**src/rtl/scan_sel_pkg.sv**
```systemverilog
// Shared types, constants and code helpers for the scan select generator.
package scan_sel_pkg;

    typedef enum logic {
        IDLE = 1'b0,
        RUN  = 1'b1
    } state_t;

    localparam int SEL_W   = 3;
    localparam int NUM_SEL = 8;

    localparam logic [SEL_W-1:0] SEL_FIRST_UP = '0;
    localparam logic [SEL_W-1:0] SEL_LAST_UP  = SEL_W'(NUM_SEL - 1);

    function automatic logic [SEL_W-1:0] first_code(input logic down);
        return down ? SEL_LAST_UP : SEL_FIRST_UP;
    endfunction

    function automatic logic [SEL_W-1:0] last_code(input logic down);
        return down ? SEL_FIRST_UP : SEL_LAST_UP;
    endfunction

endpackage

```
**src/rtl/scan_prescaler.sv**
```systemverilog
// Dwell prescaler: counts 0..DIV-1 while running and flags the final count as a tick.
module scan_prescaler #(
    parameter int DIV   = 4,
    parameter int DIV_W = 16
) (
    input  logic clk,
    input  logic rst,
    input  logic clr,
    input  logic run,
    output logic tick
);

    localparam logic [DIV_W-1:0] LAST = DIV_W'(DIV - 1);

    logic [DIV_W-1:0] cnt;

    // NOTE: sequential state uses non-blocking assignments so every register samples pre-edge values.
    always_ff @(posedge clk) begin
        if (rst || clr || !run) begin
            cnt <= '0;
        end else if (cnt == LAST) begin
            cnt <= '0;
        end else begin
            cnt <= cnt + DIV_W'(1);
        end
    end

    assign tick = run && (cnt == LAST);

endmodule

```
**src/rtl/scan_sel_gen.sv**
```systemverilog
// Select generator stepping a 3-to-8 decoder through all codes at a DIV-cycle dwell.
// Define SCAN_SEL_GEN_DIR_EN to add the dir port and downward (7->0) scans.
module scan_sel_gen
    import scan_sel_pkg::*;
#(
    parameter int DIV   = 4,
    parameter int DIV_W = 16
) (
    input  logic             clk,
    input  logic             rst,
    input  logic             start,
    input  logic             stop,
    input  logic             mode,
`ifdef SCAN_SEL_GEN_DIR_EN
    input  logic             dir,
`endif
    output logic [SEL_W-1:0] out_sel,
    output logic             out_en,
    output logic             busy,
    output logic             wrap,
    output logic             done
);

    state_t state;
    logic   mode_q;
    logic   dir_q;
    logic   dir_in;
    logic   running;
    logic   restart;
    logic   tick;

`ifdef SCAN_SEL_GEN_DIR_EN
    assign dir_in = dir;
`else
    assign dir_in = 1'b0;
`endif

    assign running = (state == RUN);
    // stop dominates start, so only an unopposed start clears the dwell count
    assign restart = start && !stop;

    scan_prescaler #(
        .DIV   (DIV),
        .DIV_W (DIV_W)
    ) u_prescaler (
        .clk  (clk),
        .rst  (rst),
        .clr  (restart),
        .run  (running),
        .tick (tick)
    );

    always_ff @(posedge clk) begin
        if (rst) begin
            state   <= IDLE;
            out_sel <= '0;
            out_en  <= 1'b0;
            busy    <= 1'b0;
            wrap    <= 1'b0;
            done    <= 1'b0;
            mode_q  <= 1'b0;
            dir_q   <= 1'b0;
        end else begin
            wrap <= 1'b0;
            done <= 1'b0;
            if (stop) begin
                state   <= IDLE;
                out_sel <= '0;
                out_en  <= 1'b0;
                busy    <= 1'b0;
            end else if (start) begin
                state   <= RUN;
                out_sel <= first_code(dir_in);
                out_en  <= 1'b1;
                busy    <= 1'b1;
                mode_q  <= mode;
                dir_q   <= dir_in;
            end else if (running && tick) begin
                if (out_sel == last_code(dir_q)) begin
                    if (mode_q) begin
                        state   <= IDLE;
                        out_sel <= '0;
                        out_en  <= 1'b0;
                        busy    <= 1'b0;
                        done    <= 1'b1;
                    end else begin
                        out_sel <= first_code(dir_q);
                        wrap    <= 1'b1;
                    end
                end else begin
                    out_sel <= dir_q ? out_sel - SEL_W'(1) : out_sel + SEL_W'(1);
                end
            end
        end
    end

endmodule

```
**config.mk**
```make
export PLATFORM = sky130hd
export DESIGN_NAME = scan_sel_gen
export DESIGN_NICKNAME = d
export VERILOG_FILES = /design/src/rtl/scan_sel_pkg.sv /design/src/rtl/scan_prescaler.sv /design/src/rtl/scan_sel_gen.sv
export SDC_FILE = /design/constraint.sdc
export NUM_CORES = 1
export LEC_CHECK = 0
export BUFFER_PORTS_ARGS = -buffer_cell sky130_fd_sc_hd__buf_2
export CORE_MARGIN = 2
export CORE_UTILIZATION = 38
export DETAILED_ROUTE_END_ITERATION = 16
export PLACE_DENSITY = 0.65
export SKIP_CTS_REPAIR_TIMING = 1
export SYNTH_ARGS = -nofsm -noshare
export SYNTH_HDL_FRONTEND = slang
export SYNTH_HIERARCHICAL = 1
export SYNTH_SLANG_ARGS = --single-unit
export TNS_END_PERCENT = 10
```
**constraint.sdc**
```tcl
create_clock -name clk -period 1.5 [get_ports clk]
set_input_delay 0.15 -clock clk [delete_from_list [all_inputs] [get_ports clk]]
set_output_delay 0.15 -clock clk [all_outputs]
set_load 0.02 [all_outputs]
```
==> reports/summary.txt, run 1 <==
num rows = 19
EDFF count, synth = 0
worst min path class = in -> reg
unrepaired setup endpoints after global routing = true
# IOs = 12
status = completed
cell-internal power = 734.8 µW
post-synthesis async set-or-reset flop share = 0%
htree depth = 1
busiest layer in global routing = met2
skew final = 0.001543 ns
Synth-to-Final Area Change = 33.25%
final WL = 2.186 mm
clk sink count = 23
number of global-route vias before repair = 876
Mapped Nets = 124
clock power share = 29.2%
cell taking the most area after synthesis = dfxtp_1
Clk Latency, worst-skew pair = 0.30 ns
layout cells sized above 1 = 37.76%
DPL Wire Length = 1.552 mm
final setup fails = 0
CP Launch Type = register
Tcrit/Tclk final = 98.52%
maxcap violations = 0
WP data arrival = 1.68 ns
Die Area = 3210 µm²
clk root buf = clkbuf_4
critical path class = reg -> reg
Comb power frac = 4.2%
Main synth FF type = dfxtp_1
Die H = 56.66 µm
Critical Path Slowest Stage Cell = dfxtp_1
Mapped Cells = 115
Setup WS pre-CTS = -0.1169 ns
met2 Track Usage GR = 25.75%
Leak = 0.0005191 µW
clk buf depth = 2
via count = 904
CP Capture Type = register
post-route ant nets = 0
first-pass GRT wire length = 3.698 mm
Remaining Overflow, GRT = 0
Cell variety after synth = 25
Worst path max stage delay = 0.36 ns
Worst Hold Path Cells = 2
Yosys warning count = 6
Residual DRC = 0
post-synthesis sequential area ratio = 43.71%
clock transition time at the flip-flop clock pins of the worst setup and hold paths = 0.12 ns
Vias/cell = 5.195
die width = 56.66 µm
met1 usage = 17.34%
CP max FO = 5
min Tclk post-route = 1.478 ns
Least-Margin Pin Slew = 0.4085 ns
DRT Pass-1 Iters = 4
maximum VDD drop = 494.1 µV
highest clock rate = 0.6767 GHz
Starting Density = 39.22%
Hold Vio Cnt, Final = 0
1st-iter DRT viols = 34
synth top area cells = dfxtp_1 44%, xnor2_1 7.5%, nor2_1 6.8%, ha_1 4.8%, nor4_1 4.2%
Mapped Area = 1054 µm²
area share of the largest cell type after synthesis = 43.71%
Cell Chain, Critical Path = nor4_4, nand4_1, nor2_4, nand3_1, a21oi_2, nor3_1
initial antenna violation count = 0
Yosys reg bits = 23
final RePlAce weighted congestion = 0.8255
CTS tree = yes
Slew headroom = 72.73%
DR WL/cell = 12.56 µm
pin count of the biggest net entering global routing = 17
Sw Ratio = 21.06%
max-slew violations = 0
sequential share of power = 66.7%
Final Util = 52.26%
total track usage = 14.54%
hold_ws = 0.05404 ns
FILL cells = 239
CP required = 1.71 ns
P_sw = 196.0 µW
pwr dens = 663.1 nW/µm²
TNS Setup = 0 ns
TritonCTS Buffers = 3
IO Port Bufs = 11
FF-to-FF path depth = 6
Nets = 153
final setup margin = 0.02219 ns
M3 GR Usage = 2.074%
Core Region = 2686 µm²
Avg Cell Area, Syn = 9.161 µm²
ANT cells = 0
kinds of logic (layout without fill, tap and decap cells):
family	after synthesis	count (layout)	synth area share, %
simple gates	62	62	33.25
mux	2	2	1.900
flops	23	23	43.71
fa+ha+maj	4	4	4.751
xor+xnor	14	14	11.64
compound gates	3	3	1.425
buf+inv	7	35	3.324
cell usage after synthesis (2+ instances only):
cell type   n
nor4_1      7
nand3_1     6
ha_1        4
xnor2_1     9
nand4_1     6
nor2_1     19
and3_1      2
mux2i_1     2
a21oi_1     3
nand2_1     6
dfxtp_1    23
buf_4       2
xor2_1      5
nor3_1      5
inv_1       4
nor2_2      3
stage by stage:
step                      instance area [µm²]  std cells  power, µW
final                                    1404        174      930.8
after global routing                     1404        174      980.3
after CTS                                1296        173      947.3
after detailed placement                 1270        169      669.5
after global placement                   1270        169      668.3
after floorplan                          1071        115      652.9
state kept, by name, summed over array words and instances (netlist names):
register	count
mode_q	1
wrap	1
running	1
out_sel	3
done	1
u_prescaler/cnt	16
critical path: cells and delay by family, from the launching register on:
family | cells | cell delay, ns
simple gates | 5 | 0.87
compound gates | 1 | 0.15
flops | 1 | 0.36
power groups by stage:
stage | combinational [µW] | sequential [µW] | clock, µW
after CTS | 36.4 | 619 | 291
after global placement | 35.4 | 633 | 0
after detailed placement | 36.4 | 633 | 0
after floorplan | 18.7 | 634 | 0
final | 38.8 | 621 | 272
after global routing | 43.7 | 622 | 315
metal layers:
layer | up-vias | wire [µm]
met5 | - | 0
met4 | 0 | 56
met3 | 6 | 96
met2 | 19 | 1160
met1 | 426 | 872
li1 | 453 | -
cells in the final DEF (no fill, tap or decap), drive strengths merged:
cell type | synthesis | routed
ha | 4 | 4
clkbuf | 1 | 4
or3 | 1 | 1
nor3 | 5 | 5
nand4b | 1 | 1
mux2i | 2 | 2
and4 | 1 | 1
and2b | 1 | 1
nand3 | 7 | 7
nor2 | 22 | 22
and3 | 2 | 2
dfxtp | 23 | 23
inv | 4 | 4
buf | 2 | 27
nor3b | 2 | 2
nand2 | 6 | 6
nand4 | 7 | 7
nor4 | 7 | 7
xnor2 | 9 | 9
xor2 | 5 | 5
a21oi | 3 | 3
worst paths after layout:
path                                           from  slack [ns]       to
worst max-delay path            u_prescaler/cnt[11]        0.02  running
worst min register to register               mode_q        0.50     wrap
worst min-delay path                           stop        0.05  running
worst max register to register  u_prescaler/cnt[11]        0.02  running
area by class of cell:
| cell class | instances | area (µm²) | area share, % |
|---|---|---|---|
| Multi-Input combinational cell | 85 | 673.1 | 47.95 |
| Inverter | 4 | 15.01 | 1.070 |
| Timing Repair Buffer | 27 | 187.7 | 13.37 |
| Tap cell | 31 | 38.79 | 2.763 |
| Sequential cell | 23 | 462.9 | 32.98 |
| Clock buffer | 4 | 26.28 | 1.872 |
Note: power is estimated with default switching activity, not from simulation.
==> run 2: changes to the inputs <==
--- a/config.mk
+++ b/config.mk
@@ -6,6 +6,7 @@
 export NUM_CORES = 1
 export LEC_CHECK = 0
 export BUFFER_PORTS_ARGS = -buffer_cell sky130_fd_sc_hd__buf_2
+export CAP_MARGIN = 15
 export CORE_MARGIN = 2
 export CORE_UTILIZATION = 38
 export DETAILED_ROUTE_END_ITERATION = 16
==> constraint.sdc (replaced) <==
create_clock -name clk -period 1.2 [get_ports clk]
set_input_delay 0.12 -clock clk [delete_from_list [all_inputs] [get_ports clk]]
set_output_delay 0.12 -clock clk [all_outputs]
set_load 0.02 [all_outputs]
==> run 2 against run 1 <==
Against the previous run: the flow now finishes with violations (setup timing); clock skew is 0.0048 ns higher; wire length shrank 4.5%; fmax down 0.35%; clock power up 29%; largest cell class unchanged; largest power group unchanged.
==> reports/summary.txt, run 2 (synthesis gave the netlist of run 1 again) <==
status = finished, violations left
failing checks = setup timing
1st-iter DRT viols = 12 (-65%)
max-slew violations = 0 (unchanged)
final setup fails = 22 (+22)
FILL cells = 243 (+1.7%)
biggest regs = u_prescaler/cnt x16, out_sel x3
leading cell types in the layout, fill and taps excluded = 25 x buf_4, 20 x dfxtp_1, 18 x nor2_1, 11 x buf_2, 9 x xnor2_1
skew final = 0.006362 ns (+0.004819 ns)
num rows = 19 (unchanged)
Synth-to-Final Area Change = 34.80%
unrepaired setup endpoints after global routing = true
Least-Margin Pin Slew = 0.3505 ns (-0.05798 ns)
worst min path class = in -> reg
final RePlAce weighted congestion = 0.8421 (+2.0%)
Post-Layout Inst Area = 1420 µm² (+1.2%)
via count = 946 (+4.6%)
CP required = 1.41 ns (-0.30 ns)
highest clock rate = 0.6743 GHz (-0.35%)
clock transition time at the flip-flop clock pins of the worst setup and hold paths = 0.12 ns (about the same)
Nets = 164 (+7.2%)
Remaining Overflow, GRT = 0 (unchanged)
Starting Density = 39.22% (unchanged)
WP data arrival = 1.70 ns (+0.02 ns)
Vias/cell = 5.114 (-1.6%)
Core Region = 2686 µm² (unchanged)
Biggest register = u_prescaler/cnt
Hold Vio Cnt, Final = 0 (unchanged)
Tcrit/Tclk final = 123.6% (+25 points)
pwr dens = 824.6 nW/µm² (+24%)
maxcap violations = 0 (unchanged)
DPL Wire Length = 1.648 mm (+6.2%)
die width = 56.66 µm (unchanged)
clk sink count = 23 (unchanged)
Leak = 0.0005625 µW (+8.4%)
htree depth = 1 (unchanged)
DRT Pass-1 Iters = 3 (-1)
final WL = 2.087 mm (-4.5%)
max reg flops = 16 (unchanged)
CTS tree = yes
post-route ant nets = 0 (unchanged)
clk buf depth = 2 (unchanged)
# IOs = 12 (unchanged)
critical path class = reg -> reg
dpl cells = 180 (+6.5%)
number of global-route vias before repair = 922 (+5.3%)
Clk Latency, worst-skew pair = 0.30 ns (about the same)
CP max FO = 5 (unchanged)
total track usage = 14.25% (-0.29 points)
CP Capture Type = register
maximum VDD drop = 635.6 µV (+29%)
IO Port Bufs = 11 (unchanged)
DR WL/cell = 11.28 µm (-10%)
CP Launch Type = register
ANT cells = 0 (unchanged)
pin count of the biggest net entering global routing = 17 (unchanged)
flop2flop setup slack = -0.28 ns (-0.31 ns)
Post-DP Area = 1363 µm² (+7.3%)
Residual DRC = 0 (unchanged)
clk root buf = clkbuf_4
Die Area = 3210 µm² (unchanged)
commonest non-fill, non-tap cell in the layout = buf_4
layout cells sized above 1 = 36.36% (-1.4 points)
first-pass GRT wire length = 3.601 mm (-2.6%)
min Tclk post-route = 1.483 ns (+0.005255 ns)
final setup margin = -0.2831 ns (-0.3053 ns)
Slew headroom = 76.42% (+3.7 points)
fin cells = 185 (+6.3%)
initial antenna violation count = 0 (unchanged)
Die H = 56.66 µm (unchanged)
TritonCTS Buffers = 3 (unchanged)
-- run 2: cell types whose count changed in the layout (fill, tap and decap cells not counted), moves of 2 or more --
| cell | change |
|---|---|
| dfxtp_4 | +2 |
| nor4_1 | +6 |
| a21oi_2 | -2 |
| buf_4 | +10 |
| a21oi_1 | +2 |
| nor4_4 | -2 |
| nor4_2 | -4 |
-- run 2: path summary, 6_finish.rpt --
check,from,end,cells past startpoint
setup / recovery,u_prescaler/cnt[1],out_sel[0],7
hold / removal,rst,running,2
setup reg to reg,u_prescaler/cnt[1],out_sel[0],7
hold reg to reg,mode_q,wrap,1
-- run 2: cell type report --
| class | instances | area [µm²] | area share, % |
|---|---|---|---|
| Sequential cell | 23 | 469.2 | 33.04 |
| Clock buffer | 4 | 26.28 | 1.850 |
| Multi-Input combinational cell | 85 | 598.1 | 42.11 |
| Inverter | 4 | 15.01 | 1.057 |
| Tap cell | 31 | 38.79 | 2.731 |
| Timing Repair Buffer | 38 | 272.8 | 19.21 |
-- run 2: where the power goes --
part | total, µW | switching, µW | internal (µW) | leakage, µW
combinational | 53.1 | 28.6 | 24.5 | 0.000360
sequential | 768 | 4.21 | 764 | 0.000187
clock | 350 | 220 | 129 | 0.0000150
total | 1170 | 253 | 918 | 0.000562
-- run 2: worst max-delay path, cell delays in order, from the launching register on --
cell and delay [ns]:
dfxtp_4 0.38, ha_4 0.14, nor3b_4 0.17, nand4_1 0.19, nor2_4 0.18, nand2_2 0.09
mux2i_1 0.18, nor2_1 0.06
-- run 2: routing by layer --
layer	up-vias	track usage [%]	part of all wire, %
li1	478	-	-
met1	451	15.19	44
met2	13	26.58	52
met3	4	2.304	2.6
met4	0	7.143	1.3
met5	-	0	0
-- run 2: metrics by stage --
step / utilization (%) / power, µW / TNS [ns] / setup WS (ns) / hold slack [ns]
after global routing: 52.86 / 1235 / -7.756 / -0.3841 / 0.01691
final: 52.86 / 1171 / -5.197 / -0.2831 / 0.03722
after CTS: 51.70 / 1188 / -6.311 / -0.3892 / 0.006845
after detailed placement: 50.72 / 835.0 / -5.686 / -0.3605 / 0.3403
after global placement: 50.72 / 834.0 / -5.593 / -0.3179 / 0.3373
after floorplan: - / 812.3 / -2.064 / -0.2264 / 0.1924
==> run 3: changes to the inputs <==
--- a/config.mk
+++ b/config.mk
@@ -9,6 +9,7 @@
 export CAP_MARGIN = 15
 export CORE_MARGIN = 2
 export CORE_UTILIZATION = 38
+export CTS_BUF_LIST = sky130_fd_sc_hd__clkbuf_4 sky130_fd_sc_hd__clkbuf_8 sky130_fd_sc_hd__clkbuf_16
 export DETAILED_ROUTE_END_ITERATION = 16
 export PLACE_DENSITY = 0.65
 export SKIP_CTS_REPAIR_TIMING = 1
==> run 3 against run 2 <==
Against the previous run: the run still ends with setup timing left; worst setup slack got worse by 0.014 ns; final cell count is 0.54% lower; flip-flop and latch count unchanged; combinational power down 5.8%; critical path depth stayed put; fmax fell by 0.96%; non-clock buffer count fell by 1; die area unchanged; first-iteration DRC count grew 33%; critical endpoint unchanged; highest routed layer unchanged.
==> reports/summary.txt, run 3 (synthesis gave the netlist of run 1 again) <==
Core Region = 2686 µm² (unchanged)
clock transition time at the flip-flop clock pins of the worst setup and hold paths = 0.12 ns (about the same)
biggest regs = u_prescaler/cnt x16, out_sel x3
IO Port Bufs = 11 (unchanged)
maxcap violations = 0 (unchanged)
pwr dens = 838.7 nW/µm² (+1.7%)
number of global-route vias before repair = 922 (unchanged)
hold_ws = 0.01700 ns (-0.02022 ns)
Critical R2R Capture = out_sel[0]
final setup margin = -0.2975 ns (-0.01443 ns)
ANT cells = 0 (unchanged)
Die Area = 3210 µm² (unchanged)
Cell Chain, Critical Path = ha_4, nor3b_4, nand4_1, nor2_4, nand2_2, mux2i_1, nor2_1
unrepaired setup endpoints after global routing = true
FF-to-FF Start = u_prescaler/cnt[1]
Slew headroom = 76.42% (about the same)
via count = 933 (-1.4%)
status = finished, violations left
CP Capture Type = register
layout cells sized above 1 = 37.25% (+0.89 points)
htree depth = 1 (unchanged)
Clk Latency, worst-skew pair = 0.30 ns (about the same)
maximum VDD drop = 496.2 µV (-22%)
Nets = 163 (-0.61%)
max-slew violations = 0 (unchanged)
Least-Margin Pin Slew = 0.3505 ns (+0.0000009537 ns)
skew final = 0.003938 ns (-0.002424 ns)
power consumption = 1186 µW (+1.3%)
Worst Min Path Start = stop
final WL = 2.062 mm (-1.2%)
total track usage = 14.16% (-0.096 points)
DPL Wire Length = 1.648 mm (unchanged)
clk sink count = 23 (unchanged)
Final Util = 52.63% (-0.23 points)
Worst Hold Path Cells = 2 (unchanged)
1st-iter DRT viols = 16 (+4)
worst min path class = in -> reg
final RePlAce weighted congestion = 0.8421 (unchanged)
CP max FO = 5 (unchanged)
# IOs = 12 (unchanged)
Worst path max stage delay = 0.38 ns (about the same)
clk root buf = clkbuf_4
TNS Setup = -5.497 ns (-0.2998 ns)
post-route ant nets = 0 (unchanged)
TritonCTS Buffers = 3 (unchanged)
failing checks = setup timing
Critical Path Slowest Stage Cell = dfxtp_4
Remaining Overflow, GRT = 0 (unchanged)
Vias/cell = 5.071 (-0.84%)
highest clock rate = 0.6678 GHz (-0.96%)
Tcrit/Tclk final = 124.8% (+1.2 points)
Starting Density = 39.22% (unchanged)
commonest non-fill, non-tap cell in the layout = buf_4
CP required = 1.41 ns (about the same)
max reg flops = 16 (unchanged)
final setup fails = 22 (unchanged)
Synth-to-Final Area Change = 34.20%
WP data arrival = 1.70 ns (about the same)
critical path class = reg -> reg
first-pass GRT wire length = 3.622 mm (+0.58%)
min Tclk post-route = 1.497 ns (+0.01443 ns)
clk buf depth = 2 (unchanged)
pin count of the biggest net entering global routing = 17 (unchanged)
Biggest register = u_prescaler/cnt
Hold EP = running
die width = 56.66 µm (unchanged)
num rows = 19 (unchanged)
DRT Pass-1 Iters = 4 (+1)
initial antenna violation count = 0 (unchanged)
Residual DRC = 0 (unchanged)
Leak = 0.0005617 µW (-0.13%)
CP Launch Type = register
leading cell types in the layout, fill and taps excluded = 25 x buf_4, 20 x dfxtp_1, 18 x nor2_1, 11 x buf_2, 9 x xnor2_1
DR WL/cell = 11.21 µm (-0.66%)
Die H = 56.66 µm (unchanged)
FF-to-FF path depth = 7 (unchanged)
flop2flop setup slack = -0.30 ns (about the same)
Hold Vio Cnt, Final = 0 (unchanged)
CTS tree = yes
FILL cells = 244 (+0.41%)
## run 3: area by class of cell
cell class              count  area [µm²]  share of cell area [%]
multi-input cells          85       598.1                   42.30
flip-flops and latches     23       469.2                   33.19
repair buffers             37       262.8                   18.58
well taps                  31       38.79                   2.743
clock buffers               4       30.03                   2.124
inverters                   4       15.01                   1.062
## run 3: critical path: cells and delay by family (launching register included)
kind | cells | cell delay [ns]
fa+ha+maj | 1 | 0.14
mux | 1 | 0.18
simple gates | 5 | 0.72
flops | 1 | 0.38
## run 3: worst max-delay path by stage
stage                             from         end  slack, ns  depth (start not counted)
floorplan           u_prescaler/cnt[1]  out_sel[0]      -0.23                          7
global placement    u_prescaler/cnt[6]  out_sel[0]      -0.32                          6
detailed placement  u_prescaler/cnt[6]  out_sel[0]      -0.36                          6
CTS                 u_prescaler/cnt[6]  out_sel[0]      -0.39                          6
global route        u_prescaler/cnt[1]  out_sel[0]      -0.38                          7
finish              u_prescaler/cnt[1]  out_sel[0]      -0.30                          7
## run 3: metrics by stage
stage	std cells	setup slack [ns]	cell area, µm²
final	184	-0.2975	1414
after floorplan	115	-0.2264	1081
after global placement	180	-0.3179	1363
after CTS	184	-0.3865	1393
after global routing	184	-0.3849	1414
after detailed placement	180	-0.3605	1363
## run 3: routing by layer
layer | wire length [µm] | GRT usage, % | share of wire (%) | vias to the layer above
li1 | - | - | - | 476
met1 | 914 | 15.62 | 44 | 444
met2 | 1079 | 26.91 | 52 | 11
met3 | 59 | 2.074 | 2.9 | 2
met4 | 9 | 5.102 | 0.44 | 0
met5 | 0 | 0 | 0 | -
## run 3: report_power, final
group	internal, µW	total (µW)	switching, µW	leakage, µW
registers	764	768	4.20	0.000187
clock network	152	368	216	0.0000184
logic	22.3	50.0	27.7	0.000356
total	938	1190	248	0.000562
